--- src/rtl/tdc_hit_buffer_if.sv ---
// tdc_hit_buffer_if
//   Bundles the TDC hit input, readout handshake and FIFO status of the
//   hit buffer. The master modport is the side that drives START/hits and
//   read requests. The slave modport is the buffer itself.
//   START, TIME_IN, VALID_IN : acquisition start level, TDC result, hit strobe
//   RD_EN, OVF_CLR           : read request, overflow clear
//   DOUT, DOUT_VALID         : read data and its one-cycle valid
//   EMPTY, FULL, OVERFLOW    : FIFO status, sticky frame-rejected flag
//   WORD_COUNT               : words currently held
interface tdc_hit_buffer_if #(
   parameter int DEPTH_LOG2 = 6
) ();
   logic                  START;
   logic [7:0]            TIME_IN;
   logic                  VALID_IN;
   logic                  RD_EN;
   logic                  OVF_CLR;
   logic [15:0]           DOUT;
   logic                  DOUT_VALID;
   logic                  EMPTY;
   logic                  FULL;
   logic                  OVERFLOW;
   logic [DEPTH_LOG2:0]   WORD_COUNT;

   modport master (
      output START, TIME_IN, VALID_IN, RD_EN, OVF_CLR,
      input  DOUT, DOUT_VALID, EMPTY, FULL, OVERFLOW, WORD_COUNT
   );

   modport slave (
      input  START, TIME_IN, VALID_IN, RD_EN, OVF_CLR,
      output DOUT, DOUT_VALID, EMPTY, FULL, OVERFLOW, WORD_COUNT
   );
endinterface

--- src/rtl/tdc_hit_buffer.sv ---
// tdc_hit_buffer
//   Frames each START-opened acquisition window into a header word, up to
//   MAX_HITS time words and a trailer word, and stores them in a FIFO that
//   the readout drains with a read-enable / one-cycle-latency handshake.
//   CLK  : system clock, rising edge
//   RSTb : asynchronous active-low reset
//   bus  : tdc_hit_buffer_if slave (hit input, readout, status)
module tdc_hit_buffer #(
   parameter int DEPTH_LOG2 = 6,
   parameter int WINDOW     = 200,
   parameter int MAX_HITS   = 15
) (
   input  logic CLK,
   input  logic RSTb,
   tdc_hit_buffer_if.slave bus
);
   localparam int DEPTH   = 1 << DEPTH_LOG2;
   localparam int RESERVE = MAX_HITS + 2;
   localparam int WIN_M1  = WINDOW - 1;
   localparam logic [DEPTH_LOG2:0] DEPTH_W = DEPTH[DEPTH_LOG2:0];
   localparam logic [DEPTH_LOG2:0] RES_W   = RESERVE[DEPTH_LOG2:0];
   localparam logic [4:0]          MAX_H   = MAX_HITS[4:0];
   localparam logic [15:0]         WLAST   = WIN_M1[15:0];

   typedef enum logic [1:0] {IDLE, ARMED, CLOSE} state_t;

   state_t                  state_q, state_d;
   logic                    start_q;
   logic [11:0]             evt_q, evt_d;
   logic [15:0]             wcnt_q, wcnt_d;
   logic [4:0]              hcnt_q, hcnt_d;
   logic                    trunc_q, trunc_d;
   logic                    reject;
   logic                    wr_en;
   logic [15:0]             wr_data;

   logic [15:0]             mem [DEPTH];
   logic [DEPTH_LOG2-1:0]   wr_ptr, rd_ptr;
   logic [DEPTH_LOG2:0]     cnt_q, cnt_d;
   logic                    empty_q, full_q, ovf_q, dv_q;
   logic [15:0]             dout_q;

   logic start_edge, has_room, rd_fire;

   assign start_edge = bus.START & ~start_q;
   // A frame is only opened if its worst case (header + MAX_HITS + trailer)
   // already fits, so writes inside an accepted frame never need a full check.
   assign has_room   = (DEPTH_W - cnt_q) >= RES_W;
   assign rd_fire    = bus.RD_EN & ~empty_q;

   always_ff @(posedge CLK or negedge RSTb) begin
      if (!RSTb) begin
         state_q <= IDLE;
         start_q <= 1'b0;
         evt_q   <= '0;
         wcnt_q  <= '0;
         hcnt_q  <= '0;
         trunc_q <= 1'b0;
      end else begin
         state_q <= state_d;
         start_q <= bus.START;
         evt_q   <= evt_d;
         wcnt_q  <= wcnt_d;
         hcnt_q  <= hcnt_d;
         trunc_q <= trunc_d;
      end
   end

   always_comb begin
      state_d = state_q;
      evt_d   = evt_q;
      wcnt_d  = wcnt_q;
      hcnt_d  = hcnt_q;
      trunc_d = trunc_q;
      reject  = 1'b0;
      wr_en   = 1'b0;
      wr_data = '0;
      case (state_q)
         IDLE: begin
            if (start_edge) begin
               // Rejected windows still consume an event number.
               evt_d = evt_q + 12'd1;
               if (has_room) begin
                  wr_en   = 1'b1;
                  wr_data = {2'b10, 2'b00, evt_q};
                  state_d = ARMED;
                  wcnt_d  = '0;
                  hcnt_d  = '0;
                  trunc_d = 1'b0;
               end else begin
                  reject = 1'b1;
               end
            end
         end
         ARMED: begin
            wcnt_d = wcnt_q + 16'd1;
            if (bus.VALID_IN) begin
               if (hcnt_q < MAX_H) begin
                  wr_en   = 1'b1;
                  wr_data = {2'b00, hcnt_q[3:0], 2'b00, bus.TIME_IN};
                  hcnt_d  = hcnt_q + 5'd1;
               end else begin
                  trunc_d = 1'b1;
               end
            end
            if (wcnt_q == WLAST) state_d = CLOSE;
         end
         CLOSE: begin
            // evt_q already advanced past this frame's number at the header.
            wr_en   = 1'b1;
            wr_data = {2'b11, trunc_q, hcnt_q, evt_q[7:0] - 8'd1};
            state_d = IDLE;
         end
         default: state_d = IDLE;
      endcase
   end

   always_comb begin
      cnt_d = cnt_q;
      case ({wr_en, rd_fire})
         2'b10:   cnt_d = cnt_q + 1'b1;
         2'b01:   cnt_d = cnt_q - 1'b1;
         default: cnt_d = cnt_q;
      endcase
   end

   always_ff @(posedge CLK) begin
      if (wr_en) mem[wr_ptr] <= wr_data;
   end

   always_ff @(posedge CLK or negedge RSTb) begin
      if (!RSTb) begin
         wr_ptr  <= '0;
         rd_ptr  <= '0;
         cnt_q   <= '0;
         empty_q <= 1'b1;
         full_q  <= 1'b0;
         dout_q  <= '0;
         dv_q    <= 1'b0;
         ovf_q   <= 1'b0;
      end else begin
         if (wr_en)   wr_ptr <= wr_ptr + 1'b1;
         if (rd_fire) begin
            rd_ptr <= rd_ptr + 1'b1;
            dout_q <= mem[rd_ptr];
         end
         dv_q    <= rd_fire;
         cnt_q   <= cnt_d;
         empty_q <= (cnt_d == '0);
         full_q  <= (cnt_d == DEPTH_W);
         // A rejection in the same cycle as a clear keeps the flag set.
         if (reject)           ovf_q <= 1'b1;
         else if (bus.OVF_CLR) ovf_q <= 1'b0;
      end
   end

   assign bus.DOUT       = dout_q;
   assign bus.DOUT_VALID = dv_q;
   assign bus.EMPTY      = empty_q;
   assign bus.FULL       = full_q;
   assign bus.OVERFLOW   = ovf_q;
   assign bus.WORD_COUNT = cnt_q;
endmodule
--- src/flat_wrapper.sv ---
// flat-port wrapper written by rule: the top's interface ports become plain ports
module tdc_hit_buffer_flat 
#(
   parameter int DEPTH_LOG2 = 6,
   parameter int WINDOW     = 200,
   parameter int MAX_HITS   = 15
)
  (CLK, RSTb, bus_START, bus_TIME_IN, bus_VALID_IN, bus_RD_EN, bus_OVF_CLR, bus_DOUT, bus_DOUT_VALID, bus_EMPTY, bus_FULL, bus_OVERFLOW, bus_WORD_COUNT);
  tdc_hit_buffer_if #(.DEPTH_LOG2(DEPTH_LOG2)) bus_i ();
  input  logic CLK;
  input  logic RSTb;
  input wire logic [$bits(bus_i.START)-1:0] bus_START;
  input wire logic [$bits(bus_i.TIME_IN)-1:0] bus_TIME_IN;
  input wire logic [$bits(bus_i.VALID_IN)-1:0] bus_VALID_IN;
  input wire logic [$bits(bus_i.RD_EN)-1:0] bus_RD_EN;
  input wire logic [$bits(bus_i.OVF_CLR)-1:0] bus_OVF_CLR;
  output wire logic [$bits(bus_i.DOUT)-1:0] bus_DOUT;
  output wire logic [$bits(bus_i.DOUT_VALID)-1:0] bus_DOUT_VALID;
  output wire logic [$bits(bus_i.EMPTY)-1:0] bus_EMPTY;
  output wire logic [$bits(bus_i.FULL)-1:0] bus_FULL;
  output wire logic [$bits(bus_i.OVERFLOW)-1:0] bus_OVERFLOW;
  output wire logic [$bits(bus_i.WORD_COUNT)-1:0] bus_WORD_COUNT;
  assign bus_i.START = bus_START;
  assign bus_i.TIME_IN = bus_TIME_IN;
  assign bus_i.VALID_IN = bus_VALID_IN;
  assign bus_i.RD_EN = bus_RD_EN;
  assign bus_i.OVF_CLR = bus_OVF_CLR;
  assign bus_DOUT = bus_i.DOUT;
  assign bus_DOUT_VALID = bus_i.DOUT_VALID;
  assign bus_EMPTY = bus_i.EMPTY;
  assign bus_FULL = bus_i.FULL;
  assign bus_OVERFLOW = bus_i.OVERFLOW;
  assign bus_WORD_COUNT = bus_i.WORD_COUNT;
  tdc_hit_buffer #(.DEPTH_LOG2(DEPTH_LOG2), .WINDOW(WINDOW), .MAX_HITS(MAX_HITS)) u_core (.CLK(CLK), .RSTb(RSTb), .bus(bus_i));
endmodule
--- config.mk ---
export PLATFORM = sky130hd
export DESIGN_NAME = tdc_hit_buffer_flat
export DESIGN_NICKNAME = d
export VERILOG_FILES = /design/src/rtl/tdc_hit_buffer_if.sv /design/src/rtl/tdc_hit_buffer.sv /design/src/flat_wrapper.sv
export SDC_FILE = /design/constraint.sdc
export NUM_CORES = 1
export LEC_CHECK = 0
export CORE_MARGIN = 4
export CORE_UTILIZATION = 55
export DETAILED_ROUTE_END_ITERATION = 10
export PLACE_DENSITY = 0.71
export SLEW_MARGIN = 5
export SYNTH_ARGS = -nofsm -noshare
export SYNTH_HDL_FRONTEND = slang
export SYNTH_SLANG_ARGS = --single-unit
--- constraint.sdc ---
create_clock -name CLK -period 17.6 [get_ports CLK]
set_input_delay 1.76 -clock CLK [delete_from_list [all_inputs] [get_ports CLK]]
set_output_delay 1.76 -clock CLK [all_outputs]
set_load 0.1 [all_outputs]
Word-level counts from Yosys, hierarchy flattened --
Memories as Yosys holds them, arrays and structs flattened. A register that Yosys moved wholly into a read port is not among the register bits. Index checks and enable logic that the tools add are counted.
Storage, ports and cells: register bits 60, RAM bits 1024, input bits 14, output and inout port bits 27, word-level logic and storage cells 86, memories kept 1
Cells by class: add/subtract/negate cells 9, magnitude comparators 2, equality and inequality tests 12, mux-type cells 35, bitwise gates (word level) 4, reductions and logical operators 10
Memory list:
- u_core.mem | depth 64, width 16, rd ports 1, clocked after memory_dff 1, wr ports 1, line tdc_hit_buffer.sv:37 | logic [15:0] mem [DEPTH];
Operators with widths (number):
- 2-to-1 mux 16 bit | 5
- case mux 16 bit (3 select lines) | 1
- case mux 16 bit (2 select lines) | 1
- 2-to-1 mux 5 bit | 4
- adder 16 x 1 -> 16 bit (second input constant) | 1
- == test 16 x 8 -> 1 bit (second input constant) | 1
- 2-to-1 mux 1 bit | 15
- 2-to-1 mux 14 bit | 1
- case mux 7 bit (2 select lines) | 1
- adder 12 x 1 -> 12 bit (second input constant) | 1
- adder 6 x 1 -> 6 bit (second input constant) | 2
- case mux 5 bit (2 select lines) | 1
- AND reduction 5 bit | 2
- != test 2 x 1 -> 1 bit (second input constant) | 4
- subtractor 8 x 1 -> 8 bit (second input constant) | 1
- adder 7 x 1 -> 7 bit (second input constant) | 1
- == test 7 bit (second input constant) | 1
- greater-or-equal comparator 7 x 5 -> 1 bit (second input constant) | 1
- logical NOT 7 bit | 1
- subtractor 7 x 1 -> 7 bit (second input constant) | 1
- subtractor 7 bit (first input constant) | 1
- 2-to-1 mux 2 bit | 3
- AND reduction 3 bit | 2
- adder 5 x 1 -> 5 bit (second input constant) | 1
- 13 further kinds | 19

Depth between registers and ports, before layout --
word-level depth 8, mapped depth 19, mapped depth without buffers 16

Worst setup path after synthesis --
No wires, ideal clock.
kind reg-to-reg, start register u_core.state_q[0], end memory u_core.mem[0][7], data pin, library setup time 1.008 ns, data arrival time 5.832 ns, required time 16.592 ns, path slack 10.759 ns, stages on the path, launching flop included 7, buffers on the path 2, period minus slack after synthesis 6.841 ns, path through dfrtp_1 > clkbuf_1 > nand2b_1 > clkbuf_1 > clkinv_1 > nand2b_1 > o311ai_0
On the way: longest elaborated chain between the ends 2, elaborated cells on any way between the ends 4
Ends and longest elaborated chain:
- start, declared | line tdc_hit_buffer.sv:27 | state_t state_q, state_d;
- start signal, assigned | line tdc_hit_buffer.sv:60 | state_q <= state_d;
- == test 2 bit, or another cell as far along | line tdc_hit_buffer.sv:78 | case (state_q)
- case mux 16 bit (3 select lines) (*) | line tdc_hit_buffer.sv:78
- named net u_core.wr_data[7] | line tdc_hit_buffer.sv:35 | logic [15:0] wr_data;
- end, declared | line tdc_hit_buffer.sv:37
The timed path passes the listed nets; every way through them passes the cells marked *.

Worst setup path in the final report --
start input port bus_START, end register u_core.full_q, in the netlist u_core.bus.FULL
On the way: longest elaborated chain between the ends 6, elaborated cells on any way between the ends 7
Ends and longest elaborated chain:
- start, declared | line flat_wrapper.sv:12 | input wire logic [$bits(bus_i.START)-1:0] bus_START;
- bitwise AND 1 bit (*) | line tdc_hit_buffer.sv:45 | assign start_edge = bus.START & ~start_q;
- 2-to-1 mux 1 bit (*) | line tdc_hit_buffer.sv:80 | if (start_edge) begin
- case mux 1 bit (3 select lines) (*) | line tdc_hit_buffer.sv:78
- == test 2 x 1 -> 1 bit / == test 2 bit (equally long branches) | line tdc_hit_buffer.sv:120 | case ({wr_en, rd_fire})
- case mux 7 bit (2 select lines) (*) | line tdc_hit_buffer.sv:120
- == test 7 bit (*) | line tdc_hit_buffer.sv:150 | full_q <= (cnt_d == DEPTH_W);
- end signal, assigned | line tdc_hit_buffer.sv:150
- end, declared | line tdc_hit_buffer.sv:40 | logic empty_q, full_q, ovf_q, dv_q;
Every way passes the cells marked *; elsewhere a longest branch is shown, timed or not. A chain may end at the register's enable or synchronous reset.

==> metrics.md <==
| Metric | Value |
|---|---|
| Result of the run | `completed` |
| DRT Wirelength | `101 mm` |
| Final clock period utilization by the worst path | `roughly 30%` |
| Slowest cell on crit path | `sky130_fd_sc_hd__or4_1` |
| Leakage dissipation | `16.1 nW` |
| Share of the synthesized area in the top cell type | `70.4%` |
| Clock transition at the registers of the reported paths | `approximately 0.060 ns` |
| Layout overhead on the synthesized area | `12.1%` |
| Relative contribution of combinational cells to total power | `29.2%` |
| Share of synthesized flip-flops with an asynchronous set or reset | `6.91%` |
| Worst min-delay path class | `reg -> reg` |
| First-pass GRT wire length | `150 mm` |
| M1 GR Usage | `35.5%` |
| Power density over cell area | `157 nW/um^2` |
| Final clock skew | `approximately 0.027 ns` |
| Number of gates given a new drive strength after cts | `0` |
| Element type at the critical path start | `input port` |
| Port-buffer cells | `40` |
| Via count of the first global-routing pass | `22.8k` |
| Met3 Resource Use GR | `4.60%` |
| Library cell with the largest summed area after synthesis | `sky130_fd_sc_hd__edfxtp_1` |
| Main flop type after synthesis | `sky130_fd_sc_hd__edfxtp_1` |
| Share of synthesized area occupied by flip-flops and latches | `74.8%` |
| Synthesized area divided by synthesized cell count | `~19 um^2` |
| Tightest hold margin | `0.483 ns` |
| Fin. max-slew vios | `0` |
| Post-detailed-route count of antenna-violating nets | `0` |
| Design internal power | `5.12 mW` |
| Number of warnings printed during yosys synthesis | `0` |
| Top-count cell post-synth | `sky130_fd_sc_hd__edfxtp_1` |
| Number of cells produced by synthesis | `2323` |
| Worst path max stage delay | `between 0.5 and 0.6 ns` |
| Placeable core region | `78900 um^2` |
| Iteration-0 DRC count of the detailed router | `between 2k and 3k` |
| Initial antenna violation count | `0` |
| Chip Width | `290 um` |
| DIE AREA | `83900 um^2` |
| Worst setup EP type | `flop` |
| WP data required | `18.14 ns` |
| Total placed cells including tap cells | `approximately 3.4k` |
| Diode insertion count for antenna repair | `0` |
| Post-detailed-route DRC marker count | `0` |
| Worst slew pin tran | `1.23 ns` |
| Sw Ratio | `33.2%` |
| Drt pass-1 iters | `7` |
| Reported max-cap violation count | `0` |
| Worst IR Drop VDD | `0.187 mV` |
| Endpoint arrival time on the critical path | `5.81 ns` |
| IO Count | `41` |
| Flop and latch count out of synthesis | `1100` |
| Share of post-route cells with drive strength above 1 | `18.5%` |
| Detail-routed net length per standard cell | `28.2 um` |
| Hold Fails Final Rpt | `0` |
| Number of vias per cell | `between 6 and 7` |
| Post-layout instance count excluding filler cells | `3566` |
| Top cell types by occurrence after synthesis | `1024 x sky130_fd_sc_hd__edfxtp_1, 200 x sky130_fd_sc_hd__mux2i_1, 185 x sky130_fd_sc_hd__mux4_2, 122 x sky130_fd_sc_hd__nor2_1, 83 x sky130_fd_sc_hd__nand2_1` |
| Largest net degree at the start of global routing | `131` |
| Share of total power in sequential cells | `between 40% and 50%` |
| EDFF count, synth | `1024` |
| H-tree depth | `3` |
| TritonCTS clock tree | `yes` |
| # hold bufs at CTS | `0` |
| CTS sink count | `1100` |
| Critical path fanouts, max | `35` |
| Setup TNS after final layout | `0 ns` |
| Last weighted congestion value of the routability-driven placer | `0.861` |
| Number of nets in the final layout | `2458` |
| DR vias | `22.9k` |
| Unrepaired setup endpoints after global routing | `false` |
| HPWL Detailed | `57.9 mm` |
| Effective utilization at floorplan | `55.4%` |
| CTS root buf | `sky130_fd_sc_hd__clkbuf_16` |
| WS Path Type | `in -> reg` |
| Buffers inserted during post-CTS setup optimization | `0` |
| Worst skew pair latency | `between 0.6 and 0.7 ns` |
| Remaining max-slew budget at the tightest pin | `17.5%` |
| Top cells by area, synth | `sky130_fd_sc_hd__edfxtp_1 70%, sky130_fd_sc_hd__mux4_2 9.5%, sky130_fd_sc_hd__mux2i_1 4.6%, sky130_fd_sc_hd__dfrtp_1 4.3%, sky130_fd_sc_hd__a22oi_1 1.1%` |
| Final setup violation count | `0` |
| Final period demand of the worst path | `5.27 ns` |
| Clock network power share | `28.0%` |
| Gr busiest metal | `met2` |
| Count of cell types in the netlist | `66` |
| Area of the mapped netlist | `43700 um^2` |
| Gr usage total | `~24%` |
| CTS Buf Count | `between 100 and 150` |
| Global-route met2 utilization | `38.4%` |
| Number of nets produced by synthesis | `between 2k and 2.5k` |
| Die Height | `between 200 and 300 um` |
| Total congestion overflow after global routing | `0` |
| F_max | `roughly 0.19 GHz` |
| Critical Path, Cell by Cell | `clkdlybuf4s50_1 -> nor2b_1 -> and2_1 -> o21a_1 -> buf_4 -> nor2_2 -> ha_1 -> xor2_1 -> ha_1 -> a211oi_1 -> or2_2 -> or4_1 -> nand4_1 -> nor4_1 -> and2_1` |
| Number of rows created at floorplan | `103` |
| Worst-case clock buffer depth | `3` |
| Switching power summed over all nets | `2.54 mW` |
-- area by class of cell --
type	count	area, um^2
inverters	18	67.6
multi-input cells	1072	10500
flip-flops and latches	1100	32700
repair buffers	136	1160
clock inverters	53	485
well taps	1050	1310
clock buffers	137	2780
fillers	5475	30000
-- power by group through the flow --
stage / clock network (mW) / registers (mW) / logic, mW
3_3_place_gp: 0 / 3.32 / 2.19
3_5_place_dp: 0 / 3.33 / 2.23
5_1_grt: 2.29 / 3.30 / 2.36
4_1_cts: 2.17 / 3.28 / 2.24
2_1_floorplan: 0 / 3.41 / 1.42
6_report: 2.14 / 3.28 / 2.24
-- flip-flops by register name, indices dropped and copies added (netlist names) --
name	cells
u_core.mem	1024
u_core.bus.DOUT	16
u_core.wcnt_q	16
u_core.evt_q	12
u_core.bus.WORD_COUNT	7
u_core.rd_ptr	6
u_core.wr_ptr	6
u_core.hcnt_q	5
u_core.state_q	2
u_core.bus.DOUT_VALID	1
u_core.bus.EMPTY	1
u_core.bus.FULL	1
u_core.bus.OVERFLOW	1
u_core.start_q	1
u_core.trunc_q	1
-- routing by layer --
metal / up-vias / part of all wire, % / wire length [um]
li1: 9669 / - / -
met1: 11941 / 41 / 40800
met2: 1108 / 48 / 48500
met3: 158 / 8.7 / 8770
met4: 0 / 2.6 / 2610
met5: - / 0 / 0
-- cell families after synthesis --
family          Yosys count  synth area share [%]
compound gates          301                  4.85
buf+inv                 151                  1.54
flops                  1100                  74.8
xor+xnor                 29                 0.582
fa+ha+maj                11                 0.315
mux                     391                  14.3
simple gates            340                  3.64
-- critical path: cells and delay by family --
kind | cells | cell delay [ns]
xor+xnor | 1 | 0.23
compound gates | 2 | 0.28
simple gates | 8 | 1.96
buf+inv | 2 | 0.86
fa+ha+maj | 2 | 0.70
-- final timing paths --
check | start | endpoint | slack [ns] | cells past startpoint
min in group asynchronous | RSTb | u_core.bus.WORD_COUNT[1] | 1.26 | 1
setup / recovery | bus_START | u_core.bus.FULL | 12.33 | 15
max in group asynchronous | RSTb | u_core.rd_ptr[1] | 15.54 | 1
hold reg to reg | u_core.evt_q[11] | u_core.evt_q[11] | 0.48 | 1
setup reg to reg | u_core.bus.WORD_COUNT[1] | u_core.bus.FULL | 12.51 | 17
hold / removal | u_core.evt_q[11] | u_core.evt_q[11] | 0.48 | 1
-- through the flow --
| stage | instance area [um^2] | util [%] | power [mW] | worst slack, ns |
|---|---|---|---|---|
| CTS | 48900 | 62.0 | 7.69 | 12.40 |
| finish | 48900 | 62.0 | 7.66 | 12.33 |
| detailed placement | 45700 | 57.9 | 5.56 | 11.73 |
| floorplan | 43700 | - | 4.83 | 10.76 |
| global placement | 45700 | 57.9 | 5.51 | 11.89 |
| global route | 48900 | 62.0 | 7.95 | 12.08 |
-- cell usage in the layout (no fill, tap or decap), types with 19 or more instances in the layout --
master / synthesis / layout
sky130_fd_sc_hd__clkinv_1: 3 / 25
sky130_fd_sc_hd__dfrtp_1: 75 / 72
sky130_fd_sc_hd__o211ai_1: 37 / 37
sky130_fd_sc_hd__nand2_1: 83 / 82
sky130_fd_sc_hd__clkbuf_1: 70 / 29
sky130_fd_sc_hd__nand2b_1: 20 / 19
sky130_fd_sc_hd__a21oi_1: 48 / 45
sky130_fd_sc_hd__mux2i_1: 200 / 200
sky130_fd_sc_hd__a22oi_1: 66 / 66
sky130_fd_sc_hd__buf_4: 12 / 94
sky130_fd_sc_hd__nor2_1: 122 / 121
sky130_fd_sc_hd__a221oi_1: 25 / 25
sky130_fd_sc_hd__nand3_1: 33 / 32
sky130_fd_sc_hd__edfxtp_1: 1024 / 1024
sky130_fd_sc_hd__o21ai_0: 49 / 46
sky130_fd_sc_hd__clkbuf_16: 0 / 105
sky130_fd_sc_hd__clkdlybuf4s50_1: 0 / 39
sky130_fd_sc_hd__mux4_2: 185 / 185
sky130_fd_sc_hd__xnor2_1: 20 / 20
Note: power is estimated with default switching activity, not from simulation.
